**src/rtl/demux12_router.sv**
```systemverilog
// demux12_router: 1-to-2 demultiplexer steering each accepted word into one of two small FIFOs (a / b).
//
// Ports:
//   clk                 clock; all state updates on the rising edge
//   rst_n               asynchronous active-low reset; empties both buffers
//   i, s, in_valid      input word, route select (0 -> a, 1 -> b), input valid
//   in_ready            router accepts i this cycle (selected buffer not full)
//   a, a_valid, a_ready head of buffer a, non-empty flag, downstream consume
//   b, b_valid, b_ready head of buffer b, non-empty flag, downstream consume
//   a_cnt, b_cnt        saturating counts of words accepted into a / b
//                       (present only when DEMUX12_CNT_EN is defined)
//
// Parameters: W data width, DEPTH entries per buffer (2 or 4).
module demux12_router #(
  parameter int W = 8,
  parameter int DEPTH = 2
) (
`ifdef DEMUX12_CNT_EN
  output logic [15:0]  a_cnt,
  output logic [15:0]  b_cnt,
`endif
  input  logic         clk,
  input  logic         rst_n,
  input  logic [W-1:0] i,
  input  logic         s,
  input  logic         in_valid,
  output logic         in_ready,
  output logic [W-1:0] a,
  output logic         a_valid,
  input  logic         a_ready,
  output logic [W-1:0] b,
  output logic         b_valid,
  input  logic         b_ready
);
  localparam int PW = $clog2(DEPTH);
  localparam int CW = PW + 1;
  logic [W-1:0]  mem [2][DEPTH];
  logic [PW-1:0] rp [2];
  logic [PW-1:0] wp [2];
  logic [CW-1:0] occ [2];
  logic [1:0]    full, nempty, push, pop, rdy;
  logic          acc;
  assign rdy = {b_ready, a_ready};
  assign full = {occ[1] == CW'(DEPTH), occ[0] == CW'(DEPTH)};
  assign nempty = {occ[1] != '0, occ[0] != '0};
  // Depends only on s and registered occupancy, never on the downstream readies.
  assign in_ready = ~full[s];
  assign acc = in_valid & in_ready;
  assign push = {acc & s, acc & ~s};
  assign pop = nempty & rdy;
  assign a_valid = nempty[0];
  assign b_valid = nempty[1];
  // Gate the head with non-empty so outputs read zero after reset regardless of stale memory.
  assign a = nempty[0] ? mem[0][rp[0]] : '0;
  assign b = nempty[1] ? mem[1][rp[1]] : '0;
  always_ff @(posedge clk) begin
    for (int k = 0; k < 2; k++)
      if (push[k]) mem[k][wp[k]] <= i;
  end
  // Pointer arithmetic wraps naturally since DEPTH is a power of two.
  always_ff @(posedge clk or negedge rst_n) begin
    if (!rst_n) begin
      for (int k = 0; k < 2; k++) begin
        rp[k] <= '0;
        wp[k] <= '0;
        occ[k] <= '0;
      end
    end else begin
      for (int k = 0; k < 2; k++) begin
        if (push[k]) wp[k] <= wp[k] + PW'(1);
        if (pop[k]) rp[k] <= rp[k] + PW'(1);
        occ[k] <= occ[k] + CW'(push[k]) - CW'(pop[k]);
      end
    end
  end
`ifdef DEMUX12_CNT_EN
  logic [15:0] cnt [2];
  assign a_cnt = cnt[0];
  assign b_cnt = cnt[1];
  always_ff @(posedge clk or negedge rst_n) begin
    if (!rst_n) begin
      cnt[0] <= '0;
      cnt[1] <= '0;
    end else begin
      for (int k = 0; k < 2; k++)
        if (push[k] && cnt[k] != 16'hFFFF) cnt[k] <= cnt[k] + 16'd1;
    end
  end
`endif
endmodule

```
**config.mk**
```make
export PLATFORM = sky130hd
export DESIGN_NAME = demux12_router
export DESIGN_NICKNAME = d
export VERILOG_FILES = /design/src/rtl/demux12_router.sv
export SDC_FILE = /design/constraint.sdc
export NUM_CORES = 1
export LEC_CHECK = 0
export BUFFER_PORTS_ARGS = -buffer_cell sky130_fd_sc_hd__buf_2
export CAP_MARGIN = 20
export CORE_MARGIN = 5
export CORE_UTILIZATION = 56
export CTS_BUF_LIST = sky130_fd_sc_hd__clkbuf_4
export CTS_CLUSTER_SIZE = 24
export DETAILED_ROUTE_END_ITERATION = 16
export PLACE_DENSITY = 0.81
export SLEW_MARGIN = 5
export SYNTH_ARGS = -nofsm -noshare
export SYNTH_HDL_FRONTEND = slang
export SYNTH_SLANG_ARGS = --single-unit
```
**constraint.sdc**
```tcl
create_clock -name clk -period 2.2 [get_ports clk]
set_input_delay 0 -clock clk [delete_from_list [all_inputs] [get_ports clk]]
set_output_delay 0 -clock clk [all_outputs]
set_load 0.01 [all_outputs]
```
Word level (Yosys, flattened, before mapping) --
Memories as Yosys holds them, arrays and structs flattened. Index checks and enable logic that the tools add are counted.
Cells by class: magnitude comparators 7, bitwise logic cells 10, multiplexer cells 21, add/sub/neg operators 8, eq/ne operators 2, reduce and logical (&&, ||, !) cells 5
Operator list (number):
- 8-bit two-way mux | 10
- 16-bit two-way mux | 4
- 8-bit demux with 1-bit select | 2
- 16-bit OR reduction | 1
- 2-bit greater-or-equal comparator, second input constant | 4
- 1-bit inverter with 2-bit output | 4
- 1-bit two-way mux | 5
- 1-bit adder, second input constant | 4
- 2-bit by 1-bit adder with 2-bit output | 2
- 2-bit equality test, second input constant | 2
- 2-bit by 1-bit < comparator with 1-bit output, second input constant | 2
- 2-bit nonzero test | 2
- 2-bit by 1-bit subtractor with 2-bit output | 2
- 1-bit AND | 3
- 2-bit AND | 1
- 1-bit logical AND | 2
- 1-bit by 2-bit < comparator with 1-bit output, second input constant | 1
- 1-bit inverter | 2
Word-level totals: memories 1, RAM bits 32, word-level logic and storage cells 60, input bits 14, output and inout bits 19, bits in registers 8
Memories:
- mem | words 2, bits a word 16, rd ports 2, clocked after Yosys merged registers in 0, wr ports 1, RTL line 37 | logic [W-1:0] mem [2][DEPTH];

Logic depth before layout (Yosys ltp) --
Gate-level depths: netlist of the first run.
word-level depth 10, depth in mapped cells 7

Worst setup path after synthesis of the first run --
Ideal clock, no wire load.
path kind register to register, start point register occ[0] (netlist bit), end point register occ[1] (netlist bit), slack 0.681 ns, period minus slack after synthesis 1.519 ns, data arrival time 1.394 ns, required time 2.075 ns, library setup time 0.125 ns, cell stages (with the launch flop) 8, path through dfrtp_1 > nor2_4 > nor2b_4 > ha_1 > inv_1 > ha_1 > xnor2_1 > xnor2_1
Between the ends: elaborated cells on any way between the ends 10, those cells by class add/sub: 2; eq/ne: 1; mux: 2; bitwise: 4; reduce/logical: 1
RTL lines:
- start: declaration | RTL line 40 | logic [CW-1:0] occ [2];
- start signal: indexed assignment | RTL line 72 | occ[k] <= occ[k] + CW'(push[k]) - CW'(pop[k]);
- 2-bit nonzero test | RTL line 45 | assign nempty = {occ[1] != '0, occ[0] != '0};
- 2-bit AND | RTL line 50 | assign pop = nempty & rdy;
- net pop[1] | RTL line 41 | logic [1:0] full, nempty, push, pop, rdy;
- 2-bit by 1-bit subtractor with 2-bit output | RTL line 72
The timed path passes the listed nets, and every way through them passes these cells. The select of a mux whose other input is x is not followed. A chain may end at the register's enable or synchronous reset.

Worst setup path after layout of the first run --
start point register occ[2] (netlist bit), end point register occ[3] (netlist bit)
Same word-level chain as after synthesis.

==> results of run 1 <==
## sequential cells by signal, indices dropped and copies added (netlist names)
register	count
rp	2
mem	32
occ	4
wp	2
## cell families after synthesis
family / share of synthesized area [%]
xor gates and xnor gates: 4.23
muxes: 10.3
DFF: 70.0
and+or+nand+nor: 10.1
buffers and inverters: 2.26
adders and majority gates: 3.02
## final cells by class
class | count | share of cell area [%]
tap | 31 | 1.89
sequential | 40 | 56.7
timing repair buffer | 48 | 15.1
inverter | 6 | 1.10
clock buffer | 5 | 1.83
multi-input combinational | 57 | 22.4
clock inverter | 3 | 0.916
## layout by cell type (no fill, tap or decap), drive strengths merged, types with 4 or more instances in the layout
cell type    netlist  routed
mux2i             16      16
dfrtp              8       8
edfxtp            32      32
buf                2      36
dlygate4sd3        0      12
ha                 4       4
xnor2              6       6
clkbuf             0       5
nor2              22      22
inv                6       6
## worst paths after layout
kind	from	slack [ps]	endpoint	cells after the start
min reg2reg	wp[1]$_DFFE_PN0P_	510	wp[1]$_DFFE_PN0P_	1
max	occ[2]$_DFF_PN0_	490	occ[3]$_DFF_PN0_	7
max reg2reg	occ[2]$_DFF_PN0_	490	occ[3]$_DFF_PN0_	7
min in group asynchronous	rst_n	30	occ[1]$_DFF_PN0_	2
max in group asynchronous	rst_n	2010	wp[1]$_DFFE_PN0P_	2
min	b_ready	20	rp[0]$_DFFE_PN0P_	3
## worst max-delay path: stages (launching register included)
cell,delay (ps)
dfrtp_1,430
nor2_4,290
nor2b_4,70
ha_1,290
inv_1,40
ha_1,180
xnor2_1,190
xnor2_1,140
## per-layer routing
| layer | GRT usage, % | share of wire [%] | up-vias |
|---|---|---|---|
| met1 | 18.5 | 43 | 449 |
| met4 | 3.96 | 1.0 | 0 |
| met5 | 0 | 0 | - |
| met3 | 4.66 | 5.6 | 4 |
| li1 | - | - | 468 |
| met2 | 27.2 | 50 | 29 |
## what timing repair did
item	CTS	global route
endpoints found under the setup margin	0	0
hold endpoints to repair	43	0
hold buffers	12	0
buffers inserted	0	0
## metrics by stage
| step | util (%) | worst slack, ps | hold slack, ps |
|---|---|---|---|
| 2_1_floorplan | - | 681 | -296 |
| 3_3_place_gp | 66.7 | 562 | -149 |
| 3_5_place_dp | 66.7 | 503 | -150 |
| 4_1_cts | 73.0 | 468 | 24.5 |
| 5_1_grt | 73.0 | 388 | 21.6 |
| 6_report | 73.0 | 492 | 19.2 |
## where the power goes
part | leakage (nW) | total, mW | internal (mW) | switching, mW
Sequential | 0.386 | 1.15 | 0.980 | 0.171
Combinational | 0.464 | 0.901 | 0.433 | 0.468
Clock | 0.0349 | 0.349 | 0.123 | 0.226
Total | 0.884 | 2.40 | 1.54 | 0.866
==> flow_summary.yaml, run 1 <==
floorplan:
  dieArea_sq_um: 4150
  start_util_pct: 59.1
  chipWidth_um: 64.4
  core_sq_um: 2810
  rows: 19
  die_h_um: 64.4
  pin_count: 33
placed_design:
  placed_cells: 170
  placedInstanceArea_sq_um: 1870
  place.gp.congestion: 0.749
  port_buffers: 32
  dp_hpwl_um: 1950
pwr:
  peakVddDrop_mv: 0.812
  p_leak_nw: 0.884
  powerDensity_nw_per_um2: 1170
  total_power_mw: 2.40
routing:
  dr.pass1.iters: 4
  drc: 0
  wirelength_um: 2840
  vias: 950
  drt_iter0_markers: 38
  vias_per_cell: 5.00
  post_drt_wl_per_cell_um: 15.0
  postRouteAntennaNets: 0
grt:
  grt_use_total_pct: 15.4
  grt_overflow: 0
  grt_pass1_vias: 1013
  grt_pass1_wl_um: 4730
  grt_start_max_net_pins: 14
  grt_antenna_before_repair: 0
synth:
  synth_ff_type: "edfxtp_1"
  netlist_top_cells_count: "edfxtp_1, nor2_1, mux2i_1"
  synth_edf_count: 32
  syn_area_per_cell_sq_um: 15.8
  yosysMostFrequentCell: "edfxtp_1"
  ys_ff_latch: 40
  syn_inst: 105
  yosys-top-cells-area: "edfxtp_1, dfrtp_1, mux2i_1"
  syn_nets: 123
  yosysSeqAreaShare_pct: 70.0
  synth_area_leader_cell: "edfxtp_1"
  yosys.cell_types.count: 15
  ys.warnings.count: 0
  async_flop_share_pct: 20.0
  yosysTopAreaCellShare_pct: 58.0
  syn_area_sq_um: 1660
sta:
  finalMaxSlewViolations: 0
  tightest_slew_ps: 518
  min_period_over_period_pct: 77.6
  relSlewSlack_pct: 65.4
  skew_ps: 2.97
  finalHoldViolCount: 0
  rsz0062_at_grt: "no"
  max_freq_ghz: 0.586
  fin_crit_ps: 1710
  setup_viol: 0
  finalSetupTns_ps: 0
finish:
  nets: 176
  regArea_sq_um: 1160
  syn2layout_area_growth_pct: 23.5
  multi_input_area_sq_um: 459
  n_fill_cell: 207
  instances_no_fill: 190
  drive_gt1_share_pct: 32.1
  diodes: 0
  finalInstanceArea_sq_um: 2050
cts:
  cts.sink_count: 40
  clkTransAtPathRegs_ps: 110
  clk_path_buf_depth: 2
  h-tree-depth: 2
  numCtsBuffers: 5
  cts-root-buf: "clkbuf_4"
  insertion_delay_ps: 320
  cts_tree: "done"
  post_cts_resized: 0
setup_path:
  worstPathRequired_ps: 2460
  crit_type: "register to register"
  worstPathArrival_ps: 1970
  cp-start-kind: "register"
  crit_path_end_kind: "register"
  critPathMaxFanout: 10
job:
  cap_viol_max_count: 0
hold_path:
  hold_class: "primary input to register"
status:
  status: "finished clean"
Power figures use the tool's default switching activity.
==> inputs of run 2 (changes only) <==
==> constraint.sdc (replaced) <==
create_clock -name clk -period 1.66 [get_ports clk]
set_input_delay 0 -clock clk [delete_from_list [all_inputs] [get_ports clk]]
set_output_delay 0 -clock clk [all_outputs]
set_load 0.01 [all_outputs]
==> flow_summary.yaml, run 2 (synthesized netlist as in run 1, its figures left out) <==
pwr:
  powerDensity_nw_per_um2: 1620
  comb_power_share_pct: 37.2
  power.switching_mw: 1.20
  intPower_mw: 2.28
  p_seq_share_pct: 44.2
  peakVddDrop_mv: 0.930
  p_clk_share_pct: 18.6
  p_leak_nw: 0.924
  switching_share_pct: 34.4
routing:
  post_drt_wl_per_cell_um: 15.1
  vias: 985
  wirelength_um: 2960
  vias_per_cell: 5.03
  drc: 0
  postRouteAntennaNets: 0
  drt_iter0_markers: 27
  dr.pass1.iters: 4
setup_path:
  critPathMaxFanout: 4
  worstPathArrival_ps: 1880
  crit_path_end_kind: "register"
  cp-start-kind: "register"
  worstPathRequired_ps: 1930
  cp-startpoint: "occ[2]$_DFF_PN0_"
  crit_type: "register to register"
  r2r-start: "occ[2]$_DFF_PN0_"
sta:
  skew_ps: 10.3
  finalMaxSlewViolations: 0
  relSlewSlack_pct: 64.9
  finalHoldViolCount: 0
  whs_ps: 17.4
  max_freq_ghz: 0.621
  min_period_over_period_pct: 97.1
  setup_viol: 0
  tightest_slew_ps: 526
  fin_crit_ps: 1610
floorplan:
  pin_count: 33
  chipWidth_um: 64.4
  dieArea_sq_um: 4150
  core_sq_um: 2810
  start_util_pct: 59.1
  rows: 19
  die_h_um: 64.4
finish:
  diodes: 0
  largest_reg_flops: 32
  nets: 182
  syn2layout_area_growth_pct: 29.1
  fin_util_pct: 76.3
  layout_common_cells: "buf_2, edfxtp_1, nor2_1"
  drive_gt1_share_pct: 33.9
cts:
  clk_path_buf_depth: 2
  clkTransAtPathRegs_ps: 120
  cts.sink_count: 40
  h-tree-depth: 2
  numCtsBuffers: 5
  cts_tree: "done"
  insertion_delay_ps: 340
  cts-root-buf: "clkbuf_4"
grt:
  grt_overflow: 0
  grt_antenna_before_repair: 0
  grt_util_met3_pct: 4.66
  grt_start_max_net_pins: 15
  use_met2_pct: 26.9
  grt_pass1_wl_um: 4870
  busiest_layer: "met2"
  grt_use_total_pct: 16.0
  gr-usage-met1_pct: 19.7
  grt_pass1_vias: 1051
placed_design:
  place.gp.congestion: 0.703
  port_buffers: 32
  dp_hpwl_um: 1990
job:
  cap_viol_max_count: 0
hold_path:
  hold_class: "primary input to async pin"
status:
  status: "finished clean"
## run 2: metal layers
metal,vias to the layer above,wire [um]
met4,0,13
met3,2,169
li1,484,-
met2,26,1550
met1,473,1230
met5,-,0
## run 2: path summary, 6_finish.rpt
check / endpoint / slack [ps] / cells past startpoint
max in group asynchronous: rp[1]$_DFFE_PN0P_ / 1470 / 2
hold reg to reg: wp[1]$_DFFE_PN0P_ / 520 / 1
hold / removal: occ[1]$_DFF_PN0_ / 20 / 2
min in group clk: mem[0][26]$_DFFE_PP_ / 400 / 2
setup / recovery: occ[3]$_DFF_PN0_ / 50 / 7
setup reg to reg: occ[3]$_DFF_PN0_ / 50 / 7
## run 2: final cells by class
class	instances	area, sq um
repair buffers	54	360
well taps	31	38.8
clock inverters	3	46.3
clock buffers	5	37.5
flip-flops and latches	40	1160
multi-input cells	57	474
fillers	177	664
inverters	6	22.5
## run 2: critical path, cell delays in order, from the launching register on
cell	delay, ps
dfrtp_1	430
nand2b_1	190
nand3b_4	110
ha_1	290
inv_1	40
ha_1	180
xnor2_1	160
xnor2_1	140
## run 2: what timing repair did
action | CTS | global route
hold buffers | 14 | 0
setup endpoints to repair | 0 | 2
endpoints found under the hold margin | 44 | 0
setup buffers | 0 | 2
gates resized for setup | 0 | 2
## run 2: power by group through the flow
stage	clock [mW]	combinational, mW	sequential (mW)
floorplan	0	0.889	1.42
global placement	0	1.18	1.54
detailed placement	0	1.21	1.55
CTS	0.655	1.25	1.53
global route	0.720	1.43	1.56
finish	0.646	1.29	1.53
## run 2: per-stage QoR
stage	cells	cell area, sq um	total power, mW	setup WS (ps)	TNS [ps]
after floorplan	105	1660	2.31	141	0
after global placement	172	1890	2.72	98.6	0
after detailed placement	172	1890	2.77	49.1	0
after CTS	194	2110	3.44	24.8	0
after global routing	196	2140	3.70	-7.69	-7.69
final	196	2140	3.47	48.8	0
==> inputs of run 3 (changes only) <==
--- a/config.mk
+++ b/config.mk
@@ -5,14 +5,15 @@
 export SDC_FILE = /design/constraint.sdc
 export NUM_CORES = 1
 export LEC_CHECK = 0
+export ABC_AREA = 1
 export BUFFER_PORTS_ARGS = -buffer_cell sky130_fd_sc_hd__buf_2
 export CAP_MARGIN = 20
 export CORE_MARGIN = 5
-export CORE_UTILIZATION = 56
+export CORE_UTILIZATION = 55
 export CTS_BUF_LIST = sky130_fd_sc_hd__clkbuf_4
 export CTS_CLUSTER_SIZE = 24
 export DETAILED_ROUTE_END_ITERATION = 16
-export PLACE_DENSITY = 0.81
+export PLACE_DENSITY = 0.8
 export SLEW_MARGIN = 5
 export SYNTH_ARGS = -nofsm -noshare
 export SYNTH_HDL_FRONTEND = slang
==> flow_summary.yaml, run 3 <==
status:
  status: "finished clean"
pwr:
  p_leak_nw: 0.915
  powerDensity_nw_per_um2: 1670
  p_seq_share_pct: 42.0
  comb_power_share_pct: 35.6
  total_power_mw: 3.47
  switching_share_pct: 33.7
  p_clk_share_pct: 22.5
  power.switching_mw: 1.17
  intPower_mw: 2.30
  peakVddDrop_mv: 0.969
placed_design:
  place.gp.congestion: 0.789
  port_buffers: 32
  dp_hpwl_um: 2140
floorplan:
  core_sq_um: 2810
  start_util_pct: 58.0
  rows: 19
  dieArea_sq_um: 4140
  pin_count: 33
  chipWidth_um: 64.4
  die_h_um: 64.4
synth:
  synth_ff_type: "edfxtp_1"
  yosys-top-cells-area: "edfxtp_1, dfrtp_1, nand2_1"
  synth_area_leader_cell: "edfxtp_1"
  synth_edf_count: 32
  netlist_top_cells_count: "nand2_1, edfxtp_1, a21oi_1, inv_1, dfrtp_1"
  syn_inst: 132
  yosysSeqAreaShare_pct: 71.4
  ys.warnings.count: 0
  yosys.cell_types.count: 15
  yosysTopAreaCellShare_pct: 59.1
  syn_nets: 150
  syn_area_per_cell_sq_um: 12.3
  yosysMostFrequentCell: "nand2_1"
  syn_area_sq_um: 1630
  ys_ff_latch: 40
  async_flop_share_pct: 20.0
setup_path:
  crit_path_end_kind: "register"
  crit_buf_inv: 1
  reg2reg_depth: 4
  cp_cell_sequence: "nand3_1 -> nand3_2 -> dlygate4sd3_1 -> xor2_1"
  cp-startpoint: "occ[1]$_DFF_PN0_"
  r2r_end: "wp[0]$_DFFE_PN0N_"
  path_delay_family: "buffers and inverters"
  cp-start-kind: "register"
  worst_path_largest_cell_delay_ps: 590
  rrSetupSlack_ps: 110
  r2r-start: "occ[1]$_DFF_PN0_"
  worstPathArrival_ps: 1790
  path_depth: 4
  setup.worst_path.end: "wp[0]$_DFFE_PN0N_"
  critPathSlowestCell: "dlygate4sd3_1"
  critPathMaxFanout: 4
  crit_type: "register to register"
  worstPathRequired_ps: 1890
grt:
  grt_antenna_before_repair: 0
  grt_start_max_net_pins: 14
  grt_pass1_vias: 1154
  grt_use_total_pct: 17.1
  grt_pass1_wl_um: 5180
  grt_overflow: 0
cts:
  insertion_delay_ps: 340
  h-tree-depth: 2
  clk_path_buf_depth: 2
  clkTransAtPathRegs_ps: 110
  post-cts-setup-buffers: 0
  cts_tree: "done"
  cts_hold_buf: 12
  post_cts_resized: 0
  cts-root-buf: "clkbuf_4"
  cts.sink_count: 40
  numCtsBuffers: 5
routing:
  postRouteAntennaNets: 0
  vias_per_cell: 5.13
  dr.pass1.iters: 4
  vias: 1119
  post_drt_wl_per_cell_um: 14.5
  drt_iter0_markers: 57
  wirelength_um: 3160
  drc: 0
finish:
  drive_gt1_share_pct: 27.3
  diodes: 0
  nets: 204
  largest_reg_flops: 32
  layout_common_cells: "nand2_1, buf_2, edfxtp_1"
  regArea_sq_um: 1160
  multi_input_area_sq_um: 395
  mostFrequentLayoutCell: "nand2_1"
  syn2layout_area_growth_pct: 27.8
  n_fill_cell: 196
sta:
  min_period_over_period_pct: 93.6
  tightest_slew_ps: 353
  skew_ps: 9.76
  finalMaxSlewViolations: 0
  max_freq_ghz: 0.643
  relSlewSlack_pct: 76.5
  finalHoldViolCount: 0
  rsz0062_at_grt: "no"
  setup_viol: 0
  fin_crit_ps: 1550
  finalSetupTns_ps: 0
job:
  cap_viol_max_count: 0
hold_path:
  hold_class: "primary input to register"
[run 3: cell count changes after synthesis, moves of 4 or more]
cell	before	now
nand2_1	0	36
nor2_1	20	3
a21oi_1	0	16
mux2i_1	16	0
inv_1	6	16
nor2_2	0	4
[run 3: routing by layer]
| layer | GRT usage [%] | up-vias | wire [um] | share of wire [%] |
|---|---|---|---|---|
| met5 | 0 | - | 0 | 0 |
| li1 | - | 544 | - | - |
| met4 | 7.92 | 0 | 57 | 1.8 |
| met3 | 4.90 | 7 | 194 | 6.1 |
| met2 | 28.5 | 33 | 1660 | 53 |
| met1 | 20.5 | 535 | 1250 | 39 |
[run 3: worst min path at each step]
stage / from / endpoint / slack [ps] / cells past startpoint
2_1_floorplan: rst_n / occ[0]$_DFF_PN0_ / -300 / 0
3_3_place_gp: rst_n / occ[3]$_DFF_PN0_ / -150 / 1
3_5_place_dp: rst_n / occ[3]$_DFF_PN0_ / -140 / 1
4_1_cts: a_ready / rp[1]$_DFFE_PN0P_ / 7 / 4
5_1_grt: a_ready / rp[1]$_DFFE_PN0P_ / 30 / 4
6_report: a_ready / rp[1]$_DFFE_PN0P_ / 30 / 4
[run 3: logic make-up after synthesis]
family	synth area share [%]
flops	71.4
fa+ha+maj	3.08
xor+xnor	3.77
compound gates	5.23
simple gates	12.2
buf+inv	4.31
[run 3: layout make-up]
class / count / share of cell area (%)
Sequential cell: 40 / 55.9
Timing Repair Buffer: 49 / 15.3
Tap cell: 31 / 1.87
Clock inverter: 2 / 2.89
Clock buffer: 6 / 2.17
Multi-Input combinational cell: 74 / 19.0
Inverter: 16 / 2.89
[run 3: through the flow]
stage | hold WS (ps) | cells | setup WS (ps) | instance area [sq um] | util, %
floorplan | -296 | 132 | 210 | 1630 | -
global route | 26.6 | 218 | 22.5 | 2080 | 74.1
CTS | 6.62 | 218 | 102 | 2080 | 74.1
finish | 25.8 | 218 | 106 | 2080 | 74.1
detailed placement | -140 | 198 | 181 | 1850 | 66.1
global placement | -150 | 198 | 244 | 1850 | 66.1
[run 3: tightest hold or removal path: stages]
cell	delay (ps)
buf_2	100
inv_1	50
nor2_2	50
xor2_1	120
[run 3: power by group through the flow]
| stage | combinational [mW] | sequential [mW] | clock [mW] |
|---|---|---|---|
| after floorplan | 0.824 | 1.39 | 0 |
| after global placement | 1.17 | 1.47 | 0 |
| after detailed placement | 1.22 | 1.48 | 0 |
| after CTS | 1.26 | 1.46 | 0.804 |
| after global routing | 1.40 | 1.49 | 0.855 |
| final | 1.23 | 1.46 | 0.781 |
